$ cat src/rtl/johnson_seq_ctrl.sv
// Sequencer around a WIDTH-bit Johnson (twisted-ring) counter.
// It runs a counted or free-running number of rotations and supports hold and abort.
module johnson_seq_ctrl #(
  parameter int WIDTH = 4,
  parameter int PH_W  = 3,
  parameter int CYC_W = 8
) (
  input  logic             clk,
  input  logic             reset,
  input  logic             start,
  input  logic             stop,
  input  logic             hold,
  input  logic [CYC_W-1:0] cycles,
  output logic [WIDTH-1:0] q,
  output logic [PH_W-1:0]  phase,
  output logic             phase_tick,
  output logic             busy,
  output logic             done
);

  typedef enum logic [1:0] {
    S_IDLE = 2'd0,
    S_RUN  = 2'd1,
    S_HOLD = 2'd2
  } state_e;

  localparam logic [PH_W-1:0]  PH_LAST = PH_W'(2*WIDTH-1);
  localparam logic [CYC_W-1:0] REM_ONE = CYC_W'(1);

  state_e           state_q, state_d;
  logic [WIDTH-1:0] jc_q, jc_d;
  logic [PH_W-1:0]  ph_q, ph_d;
  logic [CYC_W-1:0] rem_q, rem_d;
  logic             tick_q, tick_d;
  logic             busy_q, busy_d;
  logic             done_q, done_d;

  logic do_start, do_abort, do_adv, do_wrap, last_wrap;

  // Decoded control events for this cycle; priority is stop > hold > advance.
  always_comb begin
    do_start  = (state_q == S_IDLE) && start && !stop;
    do_abort  = (state_q != S_IDLE) && stop;
    do_adv    = (state_q == S_RUN) && !stop && !hold;
    do_wrap   = do_adv && (ph_q == PH_LAST);
    last_wrap = do_wrap && (rem_q == REM_ONE);
  end

  always_ff @(posedge clk) begin
    if (!reset) begin
      state_q <= S_IDLE;
      jc_q    <= '0;
      ph_q    <= '0;
      rem_q   <= '0;
      tick_q  <= 1'b0;
      busy_q  <= 1'b0;
      done_q  <= 1'b0;
    end else begin
      state_q <= state_d;
      jc_q    <= jc_d;
      ph_q    <= ph_d;
      rem_q   <= rem_d;
      tick_q  <= tick_d;
      busy_q  <= busy_d;
      done_q  <= done_d;
    end
  end

  always_comb begin
    state_d = state_q;
    case (state_q)
      S_IDLE: if (do_start) state_d = S_RUN;
      S_RUN: begin
        if (stop)           state_d = S_IDLE;
        else if (hold)      state_d = S_HOLD;
        else if (last_wrap) state_d = S_IDLE;
      end
      S_HOLD: begin
        if (stop)       state_d = S_IDLE;
        else if (!hold) state_d = S_RUN;
      end
      default: state_d = S_IDLE;
    endcase
  end

  always_comb begin
    jc_d   = jc_q;
    ph_d   = ph_q;
    rem_d  = rem_q;
    tick_d = do_adv;
    done_d = last_wrap;
    busy_d = (state_d != S_IDLE);
    if (do_start || do_abort) begin
      jc_d = '0;
      ph_d = '0;
    end
    if (do_start) rem_d = cycles;
    if (do_abort) rem_d = '0;
    if (do_adv) begin
      jc_d = {jc_q[WIDTH-2:0], ~jc_q[WIDTH-1]};
      ph_d = do_wrap ? '0 : ph_q + 1'b1;
      // A zero count means free-run, so the counter never moves off zero.
      if (do_wrap && (rem_q > REM_ONE)) rem_d = rem_q - 1'b1;
      if (last_wrap) rem_d = '0;
    end
  end

  assign q          = jc_q;
  assign phase      = ph_q;
  assign phase_tick = tick_q;
  assign busy       = busy_q;
  assign done       = done_q;

endmodule

$ cat config.mk
export PLATFORM = sky130hd
export DESIGN_NAME = johnson_seq_ctrl
export DESIGN_NICKNAME = d
export VERILOG_FILES = /design/src/rtl/johnson_seq_ctrl.sv
export SDC_FILE = /design/constraint.sdc
export NUM_CORES = 1
export LEC_CHECK = 0
export CORE_MARGIN = 8
export CORE_UTILIZATION = 45
export DETAILED_ROUTE_END_ITERATION = 16
export GPL_ROUTABILITY_DRIVEN = 1
export PLACE_DENSITY = 0.74
export SLEW_MARGIN = 5
export SYNTH_ARGS = -nofsm -noshare
export SYNTH_HDL_FRONTEND = slang
export SYNTH_SLANG_ARGS = --single-unit
$ cat constraint.sdc
create_clock -name clk -period 2 [get_ports clk]
set_clock_uncertainty 0.1 [all_clocks]
set_input_delay 0.5 -clock clk [delete_from_list [all_inputs] [get_ports clk]]
set_output_delay 0.5 -clock clk [all_outputs]
set_load 0.01 [all_outputs]
==> results.toml <==
[run_status]
status = "complete, no violations"

[floorplan]
dieArea_mm2 = 0.00447
die_x_um = 66.9
initial_core_util_pct = 47.0
die_h_um = 66.9
num_io_pins = 23
rows = 18
core_mm2 = 0.00248

[synthesis]
synth_common_cells = "20 x dfxtp_1, 14 x nor2_1, 11 x a21oi_1, 11 x nand2_1, 7 x mux2_2"
async_flop_share_pct = 0
yosysMostFrequentCell = "dfxtp_1"
ys.flop_type = "dfxtp_1"
ys_warn_count = 0
synth-edff-count = 0
ys_seq_area_share_pct = 34.4
ys_ff_latch = 20
netlist_area_mm2 = 0.00116
syn_inst = 131
yosysTopAreaCell = "dfxtp_1"
syn-num-nets = 148
yosys-top-cells-area = "dfxtp_1 34%, mux2_2 6.8%, a21oi_1 4.7%"
synth_top_area_share_pct = 34.4
synth_cell_types = 38
avgSynthCellArea_um2 = 8.89

[setup_path]
arrival_ps = 2030
r2r_cells = 5
r2r-start = "rem_q[5]"
cp_slowest_cell = "clkdlybuf4s50_1"
critical-path-top-delay-family = "buffers and inverters"
cp.required_ps = 2100
cp_common_cell = "buf_4"
worst-r2r-setup-slack_ps = 100
critPathLaunch = "hold"
crit_type = "input port to flop"
max_stage_delay_ps = 430
worstReg2RegEnd = "rem_q[0]"
critPathLaunchType = "input port"
end_kind = "flop"
path_cells = "clkdlybuf4s50_1, buf_4, nor4b_4, buf_4, nand2_1, o21ai_1, buf_4, a211oi_1"
crit_buf_inv = 4
cp_max_fo = 7

[clocking]
cts_sinks = 20
cts_made_buffers = 3
postCtsHoldBufs = 0
cts_buffer_depth = 2
htree_levels = 1
post_cts_buffers = 0
cts-root-buf = "clkbuf_4"
tritoncts = "done"
clk_latency_ps = 310
clkTransAtPathRegs_ps = 110

[finish]
syn_to_final_growth_pct = 40.9
instances_no_fill = 203
fin_util_pct = 66.3
layout-drive-gt1-share_pct = 26.6
diodes = 0
design_area_mm2 = 0.00164
nets = 191

[grt]
grt-ovfl-total = 0
track_usage_pct = 13.9
grt_max_degree = 13
first_global_vias = 1064
antenna_found_initial = 0
grt_pass1_wl_mm = 4.91

[min_path]
holdPathEnd = "q[0]"
holdCritStartpoint = "q[0]"
hp-class = "flop to flop"
hold-path-cell-count = 2

[sta]
hold_violations = 0
finalSetupViolations = 0
layout_setup_ws_ps = 65.1
fmaxAchievable_mhz = 517
worstMarginPinSlew_ps = 475
maxSlewHeadroom_pct = 68.0
setup_tns_ps = 0
period_share_pct = 96.7
min_period_ps = 1930
timing.hold.ws_ps = 449
slew_viol_final = 0

[drt]
num_vias = 1136
ant_nets = 0
wl_mm = 3.10
wl_per_cell_um = 15.3
first_pass_iters = 4
drc = 0
via_per_inst = 5.60
first_iter_violations = 67

[placed_design]
place_congestion = 0.883
placed_cell_area_mm2 = 0.00156
dp_hpwl_mm = 2.32
io_buffers = 22
numPlacedInstances = 199
place_ws_ps = -358

[pwr]
p_leak_nw = 0.627
power_mw = 0.984
clkPwrFrac_pct = 33.9
p_int_mw = 0.737
powerDensity_mw_per_mm2 = 599
power_switching_mw = 0.246
comb_power_share_pct = 23.0
irDropWorstVdd_mv = 0.382
swShare_pct = 25.0
power_frac_seq_pct = 43.1

[run]
max_cap_violations = 0
==> tightest hold or removal path, cell delays in order, from the launching register on <==
cell,delay (ps)
dfxtp_1,340
a21oi_1,120
nor2_1,50
==> power by group through the flow <==
stage	sequential (mW)	combinational, mW	clock (mW)
6_report	0.424	0.226	0.333
5_1_grt	0.426	0.245	0.350
4_1_cts	0.423	0.218	0.333
3_5_place_dp	0.432	0.216	0
3_3_place_gp	0.432	0.211	0
2_1_floorplan	0.433	0.122	0
==> state kept, by name, indices dropped and copies added (netlist names) <==
register    flops
busy            1
done            1
phase           3
phase_tick      1
q               4
rem_q           8
state_q         2
==> kinds of logic (layout without fill, tap and decap cells) <==
| group | count (synthesis) | after routing | synth area share (%) |
|---|---|---|---|
| flops | 20 | 20 | 34.4 |
| mux | 7 | 7 | 6.77 |
| fa+ha+maj | 4 | 4 | 4.30 |
| compound gates | 33 | 33 | 19.5 |
| simple gates | 54 | 54 | 27.1 |
| buf+inv | 8 | 50 | 4.19 |
| xor+xnor | 5 | 5 | 3.76 |
==> area by class of cell <==
class,count,area (um^2)
fillers,209,836
multi-input cells,103,744
repair buffers,43,393
inverters,3,11.3
clock buffers,3,22.5
well taps,30,37.5
flip-flops and latches,20,403
clock inverters,1,30.0
==> timing repair <==
item / CTS / global route
endpoints found under the setup margin: 10 / 6
resized for setup: 1 / 6
pin swaps: 1 / 2
==> worst max path at each step <==
stage / endpoint / slack (ps) / cells past startpoint
after floorplan: rem_q[0] / 20 / 6
after global placement: rem_q[0] / -340 / 5
after detailed placement: rem_q[7] / -360 / 8
after CTS: rem_q[0] / 3 / 5
after global routing: rem_q[7] / -20 / 8
final: rem_q[7] / 70 / 8
==> routing by layer <==
layer	vias up	global-route usage, %	wire length [um]
li1	575	-	-
met1	536	17.4	1410
met2	21	23.4	1530
met3	4	1.68	130
met4	0	5.48	38
met5	-	0	0
==> cells in the final DEF (no fill, tap or decap), types with 2 or more instances in the layout <==
| master | count |
|---|---|
| o22ai_1 | 2 |
| nor3b_1 | 2 |
| nor4b_4 | 2 |
| o21ai_0 | 2 |
| inv_1 | 2 |
| ha_1 | 4 |
| a21oi_1 | 11 |
| nand3_1 | 6 |
| o21ai_1 | 2 |
| nor4_1 | 3 |
| dfxtp_2 | 2 |
| nand3b_1 | 2 |
| a21boi_0 | 2 |
| dfxtp_1 | 18 |
| clkdlybuf4s50_1 | 21 |
| and3_1 | 2 |
| clkbuf_4 | 3 |
| xor2_1 | 3 |
| buf_4 | 19 |
| nand2_1 | 11 |
| xnor2_1 | 2 |
| nor2_1 | 14 |
| mux2_2 | 7 |
| or2b_1 | 2 |
| nor3_1 | 5 |
| a22oi_1 | 5 |
Note: power is estimated with default switching activity, not from simulation.
